## src/rtl/rdma_arb_cmd_user_if.sv

```systemverilog
// Bundle of the request/data handshake signals around rdma_arb_cmd_user.
//   s_req_*  : two command streams (bit/slice i = source i)
//   s_axis_* : two data streams matching those commands
//   m_req_*  : merged command stream toward user logic
//   m_axis_* : merged data stream toward user logic
// Modports:
//   slave  - the arbiter's view (consumes s_*, produces m_*)
//   master - the environment's view (produces s_*, consumes m_*)
interface rdma_arb_cmd_user_if #(
  parameter int DATA_BITS = 512,
  parameter int LEN_BITS  = 28,
  parameter int PID_BITS  = 6,
  parameter int DEST_BITS = 4
);
  localparam int BYTES    = DATA_BITS / 8;
  localparam int REQ_BITS = 1 + PID_BITS + DEST_BITS + LEN_BITS;

  logic [1:0]            s_req_valid;
  logic [1:0]            s_req_ready;
  logic [2*REQ_BITS-1:0] s_req_data;

  logic [1:0]             s_axis_tvalid;
  logic [1:0]             s_axis_tready;
  logic [2*DATA_BITS-1:0] s_axis_tdata;
  logic [2*BYTES-1:0]     s_axis_tkeep;
  logic [2*PID_BITS-1:0]  s_axis_tid;
  logic [1:0]             s_axis_tlast;

  logic                m_req_valid;
  logic                m_req_ready;
  logic [REQ_BITS-1:0] m_req_data;

  logic                 m_axis_tvalid;
  logic                 m_axis_tready;
  logic [DATA_BITS-1:0] m_axis_tdata;
  logic [BYTES-1:0]     m_axis_tkeep;
  logic [PID_BITS-1:0]  m_axis_tid;
  logic                 m_axis_tlast;

  modport slave (
    input  s_req_valid, s_req_data,
    output s_req_ready,
    input  s_axis_tvalid, s_axis_tdata, s_axis_tkeep, s_axis_tid, s_axis_tlast,
    output s_axis_tready,
    output m_req_valid, m_req_data,
    input  m_req_ready,
    output m_axis_tvalid, m_axis_tdata, m_axis_tkeep, m_axis_tid, m_axis_tlast,
    input  m_axis_tready
  );

  modport master (
    output s_req_valid, s_req_data,
    input  s_req_ready,
    output s_axis_tvalid, s_axis_tdata, s_axis_tkeep, s_axis_tid, s_axis_tlast,
    input  s_axis_tready,
    input  m_req_valid, m_req_data,
    output m_req_ready,
    input  m_axis_tvalid, m_axis_tdata, m_axis_tkeep, m_axis_tid, m_axis_tlast,
    output m_axis_tready
  );
endinterface

```

## src/rtl/rdma_arb_cmd_user.sv

```systemverilog
// Merges two command/data stream pairs into one user-facing write port.
// Source 0 = local host completion path, source 1 = RDMA read-response path.
// A round-robin arbiter forwards commands through a one-deep output register
// and records {source, beat count} in an in-order sequence queue; the data
// FSM then forwards exactly that many beats from that source.
// Ports:
//   aclk     clock
//   aresetn  async active-low reset
//   bus      rdma_arb_cmd_user_if.slave (s_req/s_axis in, m_req/m_axis out)
//
// State table:
//   ST_IDLE | no packet in progress; pops the queue head when available
//   ST_MUX  | forwarding beats of source src_c until nb_c beats are done
module rdma_arb_cmd_user #(
  parameter int DATA_BITS     = 512,
  parameter int LEN_BITS      = 28,
  parameter int PID_BITS      = 6,
  parameter int DEST_BITS     = 4,
  parameter int N_OUTSTANDING = 8
) (
  input  logic                 aclk,
  input  logic                 aresetn,
  rdma_arb_cmd_user_if.slave   bus
);
  localparam int BYTES    = DATA_BITS / 8;
  localparam int BLOG     = $clog2(BYTES);
  localparam int REQ_BITS = 1 + PID_BITS + DEST_BITS + LEN_BITS;
  localparam int NB_BITS  = LEN_BITS - BLOG + 1;
  localparam int LW1      = LEN_BITS + 1;
  localparam int QLOG     = $clog2(N_OUTSTANDING);

  typedef enum logic {ST_IDLE, ST_MUX} state_t;

  state_t              state;
  logic                src_c;
  logic [NB_BITS-1:0]  nb_c;
  logic [NB_BITS-1:0]  cnt_c;

  logic                rr_pri;
  logic                req_valid_q;
  logic [REQ_BITS-1:0] req_data_q;

  logic [QLOG:0]       wr_ptr;
  logic [QLOG:0]       rd_ptr;
  logic [NB_BITS:0]    q_mem [N_OUTSTANDING];
  logic [NB_BITS:0]    q_head;
  logic                q_empty;
  logic                q_full;

  logic                can_grant;
  logic                gnt;
  logic                gnt_src;
  logic [REQ_BITS-1:0] req_g;
  logic [LEN_BITS-1:0] len_g;
  logic [LEN_BITS:0]   len_rnd;
  logic [NB_BITS-1:0]  nb_g;
  logic                push;
  logic                pop;
  logic                mux_valid;
  logic                beat_hs;
  logic                last_beat;
  logic [1:0]          unused_bits;

  assign q_empty = (wr_ptr == rd_ptr);
  assign q_full  = (wr_ptr[QLOG] != rd_ptr[QLOG]) &&
                   (wr_ptr[QLOG-1:0] == rd_ptr[QLOG-1:0]);
  assign q_head  = q_mem[rd_ptr[QLOG-1:0]];

  // Ready is held low while reset is asserted so nothing is accepted then.
  always_comb begin
    can_grant = aresetn && (!req_valid_q || bus.m_req_ready) && !q_full;
    if (bus.s_req_valid == 2'b11) gnt_src = rr_pri;
    else                          gnt_src = bus.s_req_valid[1];
    gnt = can_grant && (bus.s_req_valid != 2'b00);
  end

  assign req_g   = gnt_src ? bus.s_req_data[REQ_BITS +: REQ_BITS]
                           : bus.s_req_data[0 +: REQ_BITS];
  assign len_g   = req_g[LEN_BITS-1:0];
  assign len_rnd = {1'b0, len_g} + LW1'(BYTES - 1);
  assign nb_g    = len_rnd[LEN_BITS:BLOG];
  // Zero-length commands carry no data, so they never enter the queue.
  assign push    = gnt && (len_g != '0);

  assign bus.s_req_ready = {gnt && gnt_src, gnt && !gnt_src};
  assign bus.m_req_valid = req_valid_q;
  assign bus.m_req_data  = req_data_q;

  assign mux_valid = bus.s_axis_tvalid[src_c];
  assign beat_hs   = (state == ST_MUX) && mux_valid && bus.m_axis_tready;
  assign last_beat = (cnt_c == nb_c - NB_BITS'(1));
  // Popping on the last beat lets the next packet start with no bubble.
  assign pop       = !q_empty && ((state == ST_IDLE) || (beat_hs && last_beat));

  assign bus.m_axis_tvalid = (state == ST_MUX) && mux_valid;
  assign bus.m_axis_tdata  = src_c ? bus.s_axis_tdata[DATA_BITS +: DATA_BITS]
                                   : bus.s_axis_tdata[0 +: DATA_BITS];
  assign bus.m_axis_tkeep  = src_c ? bus.s_axis_tkeep[BYTES +: BYTES]
                                   : bus.s_axis_tkeep[0 +: BYTES];
  assign bus.m_axis_tid    = src_c ? bus.s_axis_tid[PID_BITS +: PID_BITS]
                                   : bus.s_axis_tid[0 +: PID_BITS];
  assign bus.m_axis_tlast  = (state == ST_MUX) && last_beat;
  assign bus.s_axis_tready = (state != ST_MUX) ? 2'b00 :
                             (src_c ? {bus.m_axis_tready, 1'b0}
                                    : {1'b0, bus.m_axis_tready});

  // Framing comes from the command length, not from upstream tlast.
  assign unused_bits = {^bus.s_axis_tlast, ^len_rnd[BLOG-1:0]};

  always_ff @(posedge aclk) begin
    if (push) q_mem[wr_ptr[QLOG-1:0]] <= {gnt_src, nb_g};
  end

  always_ff @(posedge aclk or negedge aresetn) begin
    if (!aresetn) begin
      rr_pri      <= 1'b0;
      req_valid_q <= 1'b0;
      req_data_q  <= '0;
      wr_ptr      <= '0;
      rd_ptr      <= '0;
      state       <= ST_IDLE;
      src_c       <= 1'b0;
      nb_c        <= '0;
      cnt_c       <= '0;
    end else begin
      if (gnt) begin
        req_valid_q <= 1'b1;
        req_data_q  <= req_g;
        rr_pri      <= ~gnt_src;
      end else if (bus.m_req_ready) begin
        req_valid_q <= 1'b0;
      end
      if (push) wr_ptr <= wr_ptr + 1'b1;
      if (pop)  rd_ptr <= rd_ptr + 1'b1;

      case (state)
        ST_IDLE: begin
          if (pop) begin
            src_c <= q_head[NB_BITS];
            nb_c  <= q_head[NB_BITS-1:0];
            cnt_c <= '0;
            state <= ST_MUX;
          end
        end
        ST_MUX: begin
          if (beat_hs) begin
            if (last_beat) begin
              cnt_c <= '0;
              if (pop) begin
                src_c <= q_head[NB_BITS];
                nb_c  <= q_head[NB_BITS-1:0];
              end else begin
                state <= ST_IDLE;
              end
            end else begin
              cnt_c <= cnt_c + 1'b1;
            end
          end
        end
        default: state <= ST_IDLE;
      endcase
    end
  end
endmodule
```

## src/flat_wrapper.sv

```systemverilog
// flat-port wrapper written by rule: the top's interface ports become plain ports
module rdma_arb_cmd_user_flat 
#(
  parameter int DATA_BITS     = 512,
  parameter int LEN_BITS      = 28,
  parameter int PID_BITS      = 6,
  parameter int DEST_BITS     = 4,
  parameter int N_OUTSTANDING = 8
)
  (aclk, aresetn, bus_s_req_valid, bus_s_req_data, bus_s_req_ready, bus_s_axis_tvalid, bus_s_axis_tdata, bus_s_axis_tkeep, bus_s_axis_tid, bus_s_axis_tlast, bus_s_axis_tready, bus_m_req_valid, bus_m_req_data, bus_m_req_ready, bus_m_axis_tvalid, bus_m_axis_tdata, bus_m_axis_tkeep, bus_m_axis_tid, bus_m_axis_tlast, bus_m_axis_tready);
  rdma_arb_cmd_user_if #(.DATA_BITS(DATA_BITS), .LEN_BITS(LEN_BITS), .PID_BITS(PID_BITS), .DEST_BITS(DEST_BITS)) bus_i ();
  input  logic aclk;
  input  logic aresetn;
  input wire logic [$bits(bus_i.s_req_valid)-1:0] bus_s_req_valid;
  input wire logic [$bits(bus_i.s_req_data)-1:0] bus_s_req_data;
  output wire logic [$bits(bus_i.s_req_ready)-1:0] bus_s_req_ready;
  input wire logic [$bits(bus_i.s_axis_tvalid)-1:0] bus_s_axis_tvalid;
  input wire logic [$bits(bus_i.s_axis_tdata)-1:0] bus_s_axis_tdata;
  input wire logic [$bits(bus_i.s_axis_tkeep)-1:0] bus_s_axis_tkeep;
  input wire logic [$bits(bus_i.s_axis_tid)-1:0] bus_s_axis_tid;
  input wire logic [$bits(bus_i.s_axis_tlast)-1:0] bus_s_axis_tlast;
  output wire logic [$bits(bus_i.s_axis_tready)-1:0] bus_s_axis_tready;
  output wire logic [$bits(bus_i.m_req_valid)-1:0] bus_m_req_valid;
  output wire logic [$bits(bus_i.m_req_data)-1:0] bus_m_req_data;
  input wire logic [$bits(bus_i.m_req_ready)-1:0] bus_m_req_ready;
  output wire logic [$bits(bus_i.m_axis_tvalid)-1:0] bus_m_axis_tvalid;
  output wire logic [$bits(bus_i.m_axis_tdata)-1:0] bus_m_axis_tdata;
  output wire logic [$bits(bus_i.m_axis_tkeep)-1:0] bus_m_axis_tkeep;
  output wire logic [$bits(bus_i.m_axis_tid)-1:0] bus_m_axis_tid;
  output wire logic [$bits(bus_i.m_axis_tlast)-1:0] bus_m_axis_tlast;
  input wire logic [$bits(bus_i.m_axis_tready)-1:0] bus_m_axis_tready;
  assign bus_i.s_req_valid = bus_s_req_valid;
  assign bus_i.s_req_data = bus_s_req_data;
  assign bus_s_req_ready = bus_i.s_req_ready;
  assign bus_i.s_axis_tvalid = bus_s_axis_tvalid;
  assign bus_i.s_axis_tdata = bus_s_axis_tdata;
  assign bus_i.s_axis_tkeep = bus_s_axis_tkeep;
  assign bus_i.s_axis_tid = bus_s_axis_tid;
  assign bus_i.s_axis_tlast = bus_s_axis_tlast;
  assign bus_s_axis_tready = bus_i.s_axis_tready;
  assign bus_m_req_valid = bus_i.m_req_valid;
  assign bus_m_req_data = bus_i.m_req_data;
  assign bus_i.m_req_ready = bus_m_req_ready;
  assign bus_m_axis_tvalid = bus_i.m_axis_tvalid;
  assign bus_m_axis_tdata = bus_i.m_axis_tdata;
  assign bus_m_axis_tkeep = bus_i.m_axis_tkeep;
  assign bus_m_axis_tid = bus_i.m_axis_tid;
  assign bus_m_axis_tlast = bus_i.m_axis_tlast;
  assign bus_i.m_axis_tready = bus_m_axis_tready;
  rdma_arb_cmd_user #(.DATA_BITS(DATA_BITS), .LEN_BITS(LEN_BITS), .PID_BITS(PID_BITS), .DEST_BITS(DEST_BITS), .N_OUTSTANDING(N_OUTSTANDING)) u_core (.aclk(aclk), .aresetn(aresetn), .bus(bus_i));
endmodule
```

## config.mk

```make
export PLATFORM = sky130hd
export DESIGN_NAME = rdma_arb_cmd_user_flat
export DESIGN_NICKNAME = d
export VERILOG_FILES = /design/src/rtl/rdma_arb_cmd_user_if.sv /design/src/rtl/rdma_arb_cmd_user.sv /design/src/flat_wrapper.sv
export SDC_FILE = /design/constraint.sdc
export NUM_CORES = 1
export LEC_CHECK = 0
export BUFFER_PORTS_ARGS = -buffer_cell sky130_fd_sc_hd__buf_2
export CAP_MARGIN = 40
export CORE_AREA = 2 2 727 729
export CTS_CLUSTER_SIZE = 10
export DETAILED_ROUTE_END_ITERATION = 10
export DIE_AREA = 0 0 729 731
export PLACE_DENSITY = 0.3
export SYNTH_ARGS = -nofsm -noshare
export SYNTH_HDL_FRONTEND = slang
export SYNTH_SLANG_ARGS = --single-unit
```

## constraint.sdc

```tcl
create_clock -name aclk -period 9.2 [get_ports aclk]
set_input_delay 0.92 -clock aclk [delete_from_list [all_inputs] [get_ports aclk]]
set_output_delay 0.92 -clock aclk [all_outputs]
set_load 0.01 [all_outputs]
```

# ---- Yosys cells after proc, flatten, opt, wreduce, memory -nomap -nowiden
# Memories as Yosys holds them, arrays and structs flattened.
# Cells that the tools add are included.
dict set report word_totals {
  reg_bits 97
  mem_count 1
  out_inout_bits 628
  ramBits 192
  inputBits 1252
  word_cells 78
}
# memory words word_bits rd rd_ports_with_merged_regs wr line_no
set mem_list {}
lappend mem_list {u_core.q_mem 8 24 1 0 1 rdma_arb_cmd_user.sv:45} ;# logic [NB_BITS:0] q_mem [N_OUTSTANDING];
dict set report classes {
  reduce_logical 23
  mux 29
  n_eq_ne 8
  n_addsub 5
  order_cmp 1
  bitwise 2
}
# operator n
set ops {}
lappend ops {{2-to-1 mux 512 bit} 1}
lappend ops {{2-to-1 mux 23 bit} 6}
lappend ops {{one-hot mux 23 bit (2 select lines)} 2}
lappend ops {{2-to-1 mux 64 bit} 1}
lappend ops {{2-to-1 mux 39 bit} 1}
lappend ops {{adder 28 x 6 -> 29 bit, second input constant} 1}
lappend ops {{nonzero test 28 bit} 1}
lappend ops {{adder 23 x 1 -> 23 bit, second input constant} 1}
lappend ops {{== test 23 bit} 1}
lappend ops {{subtractor 23 x 1 -> 23 bit, second input constant} 1}
lappend ops {{2-to-1 mux 1 bit} 13}
lappend ops {{logical AND 1 bit} 12}
lappend ops {{adder 4 x 1 -> 4 bit, second input constant} 2}
lappend ops {{2-to-1 mux 6 bit} 1}
lappend ops {{== test 4 bit} 1}
lappend ops {{zero test 1 bit} 4}
lappend ops {{2-to-1 mux 2 bit} 2}
lappend ops {{inequality test 2 bit, second input constant} 2}
lappend ops {{one-hot mux 1 bit (2 select lines)} 2}
lappend ops {{AND reduction 2 bit} 2}
lappend ops {{nonzero test 2 bit} 2}
lappend ops {{== test 3 bit} 1}
lappend ops {{== test 2 bit, second input constant} 1}
lappend ops {{logical OR 1 bit} 2}
lappend ops {{other kinds (4)} 5}

# ---- Depth between registers and ports, before layout
# Gate-level depths: netlist of run 1.
dict set report logic_depth {
  ltp_word 11
  mapped_depth 12
  ltp_nobuf 10
}

# ---- Worst setup path before layout of run 1
# OpenSTA, ideal clock, no wires.
dict set report synth_path {
  kind {input port to flip-flop}
  startpoint {in bus_s_req_valid[0]}
  endpoint {mem u_core.q_mem[0][0] (netlist bit) (enable)}
  setup_slack_ns 4.348
  setup_ns 0.440
  t_arrival_ns 4.412
  required_ns 8.760
  cell_stages 8
  path_buffers 2
  cell_sequence {inv_1 > o21ai_0 > clkbuf_1 > clkbuf_1 > o21ai_0 > a41oi_1 > nor2b_1 > nor3b_1}
}
dict set report synth_via {
  elab_chain_cells 7
  elab_cells_between_ends 9
  classes_between {eq/ne: 1; mux: 4; reduce/logical: 4}
}
# item line_no
set synth_lines {}
lappend synth_lines {{start: declaration} flat_wrapper.sv:14} ;# input wire logic [$bits(bus_i.s_req_valid)-1:0] bus_s_req_valid;
lappend synth_lines {{== test 2 bit} rdma_arb_cmd_user.sv:72} ;# if (bus.s_req_valid == 2'b11) gnt_src = rr_pri;
lappend synth_lines {{2-to-1 mux 1 bit} rdma_arb_cmd_user.sv:72}
lappend synth_lines {{2-to-1 mux 39 bit} rdma_arb_cmd_user.sv:77} ;# assign req_g = gnt_src ? bus.s_req_data[REQ_BITS +: REQ_BITS]
lappend synth_lines {{nonzero test 28 bit} rdma_arb_cmd_user.sv:83} ;# assign push = gnt && (len_g != '0);
lappend synth_lines {{logical AND 1 bit *} rdma_arb_cmd_user.sv:83}
lappend synth_lines {{2-to-1 mux 1 bit *} rdma_arb_cmd_user.sv:111} ;# if (push) q_mem[wr_ptr[QLOG-1:0]] <= {gnt_src, nb_g};
lappend synth_lines {{2-to-1 mux 1 bit (implied by the code) *} rdma_arb_cmd_user.sv:111}
lappend synth_lines {{end: declaration} rdma_arb_cmd_user.sv:45}
# Every way passes the cells marked *; elsewhere a longest branch is shown, timed or not.

# ---- Worst setup path in the final report of run 1
dict set report layout_path {
  startpoint {reg u_core.nb_c[0]}
  endpoint {out bus_m_axis_tlast}
}
dict set report layout_via {
  elab_chain_cells 3
}
# item line_no
set layout_lines {}
lappend layout_lines {{start: declaration} rdma_arb_cmd_user.sv:36} ;# logic [NB_BITS-1:0] nb_c;
lappend layout_lines {{start signal: assignment} rdma_arb_cmd_user.sv:140} ;# nb_c <= q_head[NB_BITS-1:0];
lappend layout_lines {{start signal: assignment} rdma_arb_cmd_user.sv:151} ;# nb_c <= q_head[NB_BITS-1:0];
lappend layout_lines {{subtractor 23 x 1 -> 23 bit} rdma_arb_cmd_user.sv:91} ;# assign last_beat = (cnt_c == nb_c - NB_BITS'(1));
lappend layout_lines {{== test 23 bit} rdma_arb_cmd_user.sv:91}
lappend layout_lines {{logical AND 1 bit} rdma_arb_cmd_user.sv:102} ;# assign bus.m_axis_tlast = (state == ST_MUX) && last_beat;
lappend layout_lines {{end: declaration} flat_wrapper.sv:30} ;# output wire logic [$bits(bus_i.m_axis_tlast)-1:0] bus_m_axis_tlast;
# No other way between the ends.

==> summary.txt, run 1 <==
Pwr
  – Psw: 1650 uW
  – Combinational share of power: 32.1%
  – Proportion of power drawn by flip-flops and latches: 35.7%
  – Int Power: 3010 uW
  – Worst supply voltage drop on vdd: between 100 and 150 uV
  – Total leakage power: between 0.015 and 0.02 uW
  – Sw frac: a little over a third
  – Areal power density over the cells: 116 nW/um^2
  – Clk pwr share: 32.3%

Final layout
  – Non-Filler Cell Area, Final: 40,100 sq um
  – Fraction of final layout cells sized beyond drive strength 1: 76.7%
  – Count of fill cells added during filler insertion: 61,853
  – Signed area change from the synthesized netlist to the final layout: 97.4%
  – Number of cells in the finished layout apart from fillers: 10,626
  – Net count of the finished layout: 4,712
  – Register Area: between 8000 and 9000 sq um
  – Total area of multi-input combinational cells: 11,700 sq um

Clocking
  – Number of CTS-inserted buffers: 39
  – Setup fix buffers added after clock tree synthesis: 0
  – H-tree lvl count: 2
  – Clock root cell: sky130_fd_sc_hd__clkbuf_16
  – Resized cells post-CTS: 0
  – Clock-pin slew of the registers on the worst-case setup and hold paths: 50 ps
  – Clock tree from TritonCTS: done
  – Hold Buf Count CTS: 0
  – Worst-Skew Late Latency: roughly 570 ps
  – Worst-case clock buffer depth: 3
  – Sinks on the clock net: 289

Critical path
  – Largest fanout on the critical path: 9
  – Arrival time of the worst setup path: 4300 ps
  – CP dominant cell by count: sky130_fd_sc_hd__or4_4
  – Cell Chain, Critical Path: inv_1, ha_1, or4b_1, or4_4, nor4_1, xnor2_1, or4_4, nor3_1, and2_1, buf_2
  – Delay of the slowest critical-path stage: 610 ps
  – Required time of the critical path: approximately 8300 ps
  – Cell with the biggest individual delay on the critical path: sky130_fd_sc_hd__or4b_1
  – CP Capture Type: output pin
  – Crit Path Class: register to output pin
  – Crit start category: register

STA
  – Maximum clock skew at final layout: 37.0 ps
  – Fin crit period: 5220 ps
  – Final Setup Violations: 0
  – Transition at the pin with the smallest max-transition slack: about 1100 ps
  – Worst Hold Margin: 244 ps
  – Worst slew margin relative to its limit: 25.0%
  – Final setup TNS: 0 ps
  – Upper clock frequency limit: 192 MHz
  – Number of failing hold endpoints at the final stage: 0
  – Post-route fraction of the period consumed by the critical path: 56.7%
  – Unrepaired setup endpoints after global routing: false
  – Final slew viol count: 0

Yosys
  – Synth Area per Inst: 12.6 sq um
  – Number of synthesized flops with an enable pin: 192
  – Number of standard cells after synthesis: 1,610
  – Synthesized net count: between 2,000 and 3,000
  – Ys async rst share: 33.6%
  – Number of warnings issued by yosys: 0
  – Cell area after synthesis: 20,300 sq um
  – Distinct cell type count of the synthesized netlist: 64
  – Main flop type after synthesis: sky130_fd_sc_hd__edfxtp_1
  – Synth Register Bits: 289
  – Seq/Total Area, Yosys: 40.3%

Detailed routing
  – Average via count per standard cell: 2.27
  – Total wirelength of the detailed-routed design: around 320 mm
  – Remaining antenna violation count after routing: 0
  – Iteration-0 DRC Markers: 1,977
  – Total number of vias: 24,103
  – Number of design rule violations left after detail routing: 0
  – Number of optimization iterations in the first detailed-route pass: 5
  – Routed wirelength normalized by instance count: roughly 30 um

Placement
  – Post-detailed-placement half-perimeter wirelength: 292 mm
  – Count of buffers from port buffering: ~1,900
  – Cell area after placement: 38,500 sq um
  – Last weighted congestion value of the routability-driven placer: 1.01
  – Placed Cells incl. Taps: around 10,000

Die
  – Starting density of the core: under 10%
  – Die outline width: 729 um
  – Core region area: roughly 530,000 sq um
  – Die Outline Area: 533,000 sq um
  – Placement row count: about 270
  – Top Ports: 1,880
  – Die Y: 731 um

Job
  – Max-Cap Viols: 0

Global routing
  – Pin count of the biggest net entering global routing: 158
  – Number of global-route vias before repair: about 23,000
  – GRT overflow: 0
  – Global-route usage over all layers: 11.3%
  – Number of antenna violations at the first check in global routing: roughly 340
  – Wire length of the first global-routing pass: 365 mm

Min path
  – Hold/Removal Path Class: input pin to async pin

Run status
  – Result of the run: finished clean
## layout by cell type (no fill, tap or decap), drive strengths merged, types with 6 or more instances in the layout
cell type | netlist | final
a21oi | 6 | 6
a22o | 14 | 14
and2 | 7 | 7
and3 | 17 | 17
buf | 19 | 1919
clkbuf | 95 | 60
clkinv | 0 | 6
dfrtp | 97 | 97
diode | 0 | 145
edfxtp | 192 | 192
inv | 15 | 17
mux2 | 631 | 631
mux2i | 51 | 51
mux4 | 48 | 48
nand2 | 90 | 90
nand2b | 7 | 7
nand3 | 13 | 13
nand4 | 6 | 6
nor2 | 35 | 35
nor2b | 12 | 12
nor3 | 16 | 16
nor3b | 6 | 6
nor4 | 14 | 14
o211ai | 8 | 8
o21ai | 71 | 71
o31ai | 10 | 10
or4 | 11 | 11
xnor2 | 27 | 27
xor2 | 37 | 37
## routing by layer
metal	track usage [%]	up-vias	part of all wire, %
met5	0	-	0.31
met4	4.36	138	4.4
met3	5.63	725	12
met2	18.4	1870	46
met1	12.5	11341	37
li1	-	10029	-
## metrics by stage
step | total power, uW | utilization, % | setup slack, ps
5_1_grt | 4880 | 7.60 | 3650
6_report | 4660 | 7.62 | 3980
3_5_place_dp | 3200 | 7.32 | 4090
3_3_place_gp | 3200 | 7.29 | 4120
4_1_cts | 4750 | 7.55 | 3850
2_1_floorplan | 2150 | - | 4350
## cell families (layout without fill, tap and decap cells)
kind of cell	count (synthesis)	in the layout	synth area share (%)
AO/OA/AOI/OAI	142	142	4.62
XOR/XNOR	64	64	2.76
adder cells (fa/ha/maj)	5	5	0.296
buffers and inverters	129	2006	2.51
flip-flops	289	289	40.3
multiplexers	730	730	43.1
other	0	145	0
AND/OR/NAND/NOR	251	251	6.40
## flip-flops by register name (all words and copies together), names as in the netlist
| name | flops |
|---|---|
| u_core.q_mem | 192 |
| u_core.bus.m_req_data | 39 |
| u_core.cnt_c | 23 |
| u_core.nb_c | 23 |
| u_core.rd_ptr | 4 |
| u_core.wr_ptr | 4 |
| u_core.bus.m_req_valid | 1 |
| u_core.rr_pri | 1 |
| u_core.src_c | 1 |
| u_core.state | 1 |
## worst max-delay path, delay by kind of cell (launching register included)
family,cells,cell delay (ps)
and+or+nand+nor,6,2560
DFF,1,430
buffers and inverters,2,410
adders and majority gates,1,220
xor gates and xnor gates,1,120
## cell usage after synthesis (all sizes together), types with 6 or more instances
library cell / number / share of area [%]
nor4: 14 / 0.43
mux4: 48 / 5.3
nor3: 16 / 0.39
and3: 17 / 0.52
edfxtp: 192 / 28
inv: 15 / 0.28
xor2: 37 / 1.6
nor2: 35 / 0.66
and2: 7 / 0.22
mux2i: 51 / 2.5
clkbuf: 95 / 1.8
nand3: 13 / 0.32
nor3b: 6 / 0.22
or4: 11 / 0.44
xnor2: 27 / 1.2
nor2b: 12 / 0.37
a22o: 14 / 0.60
o31ai: 10 / 0.44
nand2b: 7 / 0.22
o21ai: 71 / 1.7
o211ai: 8 / 0.30
a21oi: 6 / 0.15
mux2: 631 / 35
nand2: 90 / 1.7
buf: 19 / 0.48
nand4: 6 / 0.18
dfrtp: 97 / 12
## power groups by stage
stage	Clock (uW)	Combinational [uW]	Sequential, uW
4_1_cts	1560	1520	1670
6_report	1500	1490	1660
2_1_floorplan	0	460	1690
3_3_place_gp	0	1510	1690
5_1_grt	1600	1590	1680
3_5_place_dp	0	1510	1690
## worst paths after layout
path / start / end / slack [ps] / cells past startpoint
worst min-delay path: aresetn / u_core.bus.m_req_data[21] / 240 / 1
worst max register to register: u_core.nb_c[0] / u_core.nb_c[5] / 4890 / 11
min in group aclk: u_core.bus.m_req_data[2] / u_core.bus.m_req_data[2] / 480 / 2
worst max-delay path: u_core.nb_c[0] / bus_m_axis_tlast / 3980 / 10
max in group asynchronous: aresetn / u_core.src_c / 7780 / 2
worst min register to register: u_core.bus.m_req_data[2] / u_core.bus.m_req_data[2] / 480 / 2
## area by class of cell
cell class	count	share of cell area, %
Antenna cell	145	0.905
Clock buffer	60	2.71
Clock inverter	12	0.418
Inverter	15	0.140
Multi-Input combinational cell	1192	29.1
Sequential cell	289	20.4
Tap cell	6994	21.8
Timing Repair Buffer	1919	24.5
(Power assumes the default switching activity.)
==> inputs of run 2 (changes only) <==
Settings changed: ABC_AREA set to 1, CORE_AREA 2 2 727 729 to 2 2 740 742, DIE_AREA 0 0 729 731 to 0 0 742 744.
Clock period 9.2 ns to 5 ns, I/O delays scaled along.
==> run 2 against run 1 <==
Against the previous run: routed wire length rose by 47%; sequential power rose by 84%; critical path depth fell by 4; core utilization barely moved; synthesized cell count rose by 110%; via count rose by 36%; clock power rose by 83%; cell count rose by 20%; critical path type unchanged; critical endpoint is now bus_m_axis_tdata[233].
==> summary.txt, run 2 <==
Final layout
  – Flip-flop count of the largest register, all copies and words added: 192 (unchanged)
  – Most used cells in the layout excluding fill and tap cells: sky130_fd_sc_hd__nand2_1 (2,165), sky130_fd_sc_hd__buf_2 (1,877), sky130_fd_sc_hd__edfxtp_1 (192)
  – Most common cell after layout, fill and taps aside: sky130_fd_sc_hd__nand2_1
  – Fraction of final layout cells sized beyond drive strength 1: 39.6% (-37 points)
  – Net count of the finished layout: 6,435 (+37%)
  – Signed area change from the synthesized netlist to the final layout: 96.9%

Yosys
  – Number of warnings issued by yosys: 0 (unchanged)
  – Leading area contributor after synthesis: sky130_fd_sc_hd__nand2_1
  – Top-area cell type share of the netlist area: 38.6% (+4.5 points)
  – Distinct cell type count of the synthesized netlist: 44 (-31%)
  – Seq/Total Area, Yosys: 38.9% (-1.4 points)
  – Synth Register Bits: 289 (unchanged)
  – Ys async rst share: 33.6% (unchanged)
  – Most instantiated cells after synthesis: sky130_fd_sc_hd__nand2_1 (2,165), sky130_fd_sc_hd__edfxtp_1 (192), sky130_fd_sc_hd__clkbuf_1 (170)
  – Top cells by area, synth: sky130_fd_sc_hd__nand2_1 (39%), sky130_fd_sc_hd__edfxtp_1 (27%), sky130_fd_sc_hd__dfrtp_1 (12%)
  – Cell area after synthesis: 21,100 sq um (+3.7%)
  – Number of synthesized flops with an enable pin: 192 (unchanged)
  – Number of standard cells after synthesis: 3,376 (+110%)
  – Count leader, synth: sky130_fd_sc_hd__nand2_1
  – Main flop type after synthesis: sky130_fd_sc_hd__edfxtp_1
  – Synthesized net count: 4,632 (+62%)
  – Synth Area per Inst: 6.24 sq um (-51%)

STA
  – Final slew viol count: 0 (unchanged)
  – Unrepaired setup endpoints after global routing: false
  – Post-route fraction of the period consumed by the critical path: 76.7%
  – Worst slew margin relative to its limit: 45.5% (+21 points)
  – Final setup TNS: 0 ps (unchanged)
  – Fin crit period: about 3800 ps
  – Number of failing hold endpoints at the final stage: 0 (unchanged)
  – Transition at the pin with the smallest max-transition slack: 817 ps (-308 ps)
  – Final Setup Violations: 0 (unchanged)
  – Maximum clock skew at final layout: 43.1 ps (+6.10 ps)
  – Upper clock frequency limit: 261 MHz

Pwr
  – Areal power density over the cells: 214 nW/um^2 (+84%)
  – Post-layout power: 8870 uW (+90%)
  – Total leakage power: 0.0192 uW (+26%)
  – Worst supply voltage drop on vdd: 203 uV (+97%)

Clocking
  – Clock-pin slew of the registers on the worst-case setup and hold paths: 60 ps (about the same)
  – Clock root cell: sky130_fd_sc_hd__clkbuf_16
  – Hold Buf Count CTS: 0 (unchanged)
  – Worst-case clock buffer depth: 3 (unchanged)
  – Worst-Skew Late Latency: 590 ps (+20 ps)
  – H-tree lvl count: 2 (unchanged)
  – Setup fix buffers added after clock tree synthesis: 0 (unchanged)
  – Sinks on the clock net: 289 (unchanged)
  – Resized cells post-CTS: 0 (unchanged)
  – Number of CTS-inserted buffers: 39 (unchanged)
  – Clock tree from TritonCTS: done

Critical path
  – Cell Chain, Critical Path: inv_8, buf_12, buf_12, nand2_1, nand2_1, buf_2
  – Family of cells with the greatest summed delay on the critical path: buffers and inverters
  – CP Capture Type: output pin
  – Arrival time of the worst setup path: 3340 ps (-960 ps)
  – Crit Path Class: register to output pin
  – Buffers and inverters on the worst path: 4 (+2)
  – Reg-to-reg startpoint: u_core.rr_pri
  – Delay of the slowest critical-path stage: 680 ps (+70 ps)
  – Crit start category: register
  – Required time of the critical path: 4500 ps (-3780 ps)
  – Critical path launch point: u_core.src_c
  – Cell with the biggest individual delay on the critical path: sky130_fd_sc_hd__dfrtp_4
  – Largest fanout on the critical path: 72 (+63)
  – Register-to-register path setup slack: 1770 ps (-3120 ps)

Placement
  – Last weighted congestion value of the routability-driven placer: 0.956 (-5.1%)
  – Post-detailed-placement half-perimeter wirelength: 437 mm (+49%)
  – Count of buffers from port buffering: 1,877 (unchanged)

Detailed routing
  – Iteration-0 DRC Markers: 2,531 (+28%)
  – Total wirelength of the detailed-routed design: 469 mm (+47%)
  – Remaining antenna violation count after routing: 0 (unchanged)
  – Total number of vias: 32,764 (+36%)
  – Average via count per standard cell: 2.57 (+13%)
  – Number of design rule violations left after detail routing: 0 (unchanged)
  – Routed wirelength normalized by instance count: 36.9 um (+23%)
  – Number of optimization iterations in the first detailed-route pass: 6 (+1)

Die
  – Die Y: 744 um (+1.8%)
  – Placement row count: 271 (+1.5%)
  – Top Ports: 1,880 (unchanged)
  – Die outline width: 742 um (+1.8%)
  – Starting density of the core: 3.88% (+0.014 points)
  – Die Outline Area: 552,000 sq um (+3.6%)
  – Core region area: 544,000 sq um (+3.3%)

Global routing
  – Pin count of the biggest net entering global routing: 130 (-18%)
  – Number of global-route vias before repair: 30,647 (+35%)
  – Number of antenna violations at the first check in global routing: 517 (+53%)
  – Global-route usage over all layers: 16.2% (+4.9 points)
  – Wire length of the first global-routing pass: 532 mm (+46%)
  – GRT overflow: 0 (unchanged)

Job
  – Max-Cap Viols: 0 (unchanged)

Min path
  – Hold/Removal Path Class: input pin to async pin

Run status
  – Result of the run: finished clean
## run 2: area by class of cell
cell class | count | area (sq um)
Timing Repair Buffer | 1962 | 10200
Tap cell | 7234 | 9050
Fill cell | 64986 | 502000
Inverter | 95 | 368
Sequential cell | 289 | 8200
Multi-Input combinational cell | 2792 | 11700
Clock buffer | 53 | 1040
Antenna cell | 288 | 721
Clock inverter | 17 | 175
## run 2: worst paths after layout
path	endpoint	cells after the start
max	bus_m_axis_tdata[233]	6
min	u_core.bus.m_req_data[5]	2
max reg2reg	u_core.q_mem[2][18]	15
min reg2reg	u_core.bus.m_req_data[27]	2
max in group asynchronous	u_core.rd_ptr[0]	4
min in group aclk	u_core.bus.m_req_valid	2
## run 2: logic make-up after synthesis
kind of cell / count (synthesis) / share of synthesized area [%]
AO/OA/AOI/OAI: 227 / 6.27
AND/OR/NAND/NOR: 2503 / 46.6
buffers and inverters: 295 / 5.55
flip-flops: 289 / 38.9
XOR/XNOR: 58 / 2.41
adder cells (fa/ha/maj): 4 / 0.238
## run 2: power breakdown
group / leakage (uW) / internal [uW] / switching (uW)
clock network: 0.000589 / 1570 / 1180
logic: 0.0156 / 939 / 2120
registers: 0.00298 / 2900 / 164
## run 2: layer usage
layer / share of wire (%) / GRT usage, %
met3: 11 / 7.20
met5: 0.24 / 0
met2: 51 / 29.8
met1: 33 / 16.1
met4: 4.3 / 5.59
## run 2: per-stage QoR
step | setup slack, ps | hold WS, ps | area, sq um | cells | utilization, %
global placement | 1350 | 466 | 39500 | 12369 | 7.27
finish | 1160 | 90.9 | 41500 | 12730 | 7.63
detailed placement | 1500 | 471 | 39500 | 12372 | 7.28
CTS | 1130 | 79.1 | 40800 | 12442 | 7.50
floorplan | 1240 | 204 | 21100 | 3376 | -
global route | 989 | 116 | 41200 | 12628 | 7.58
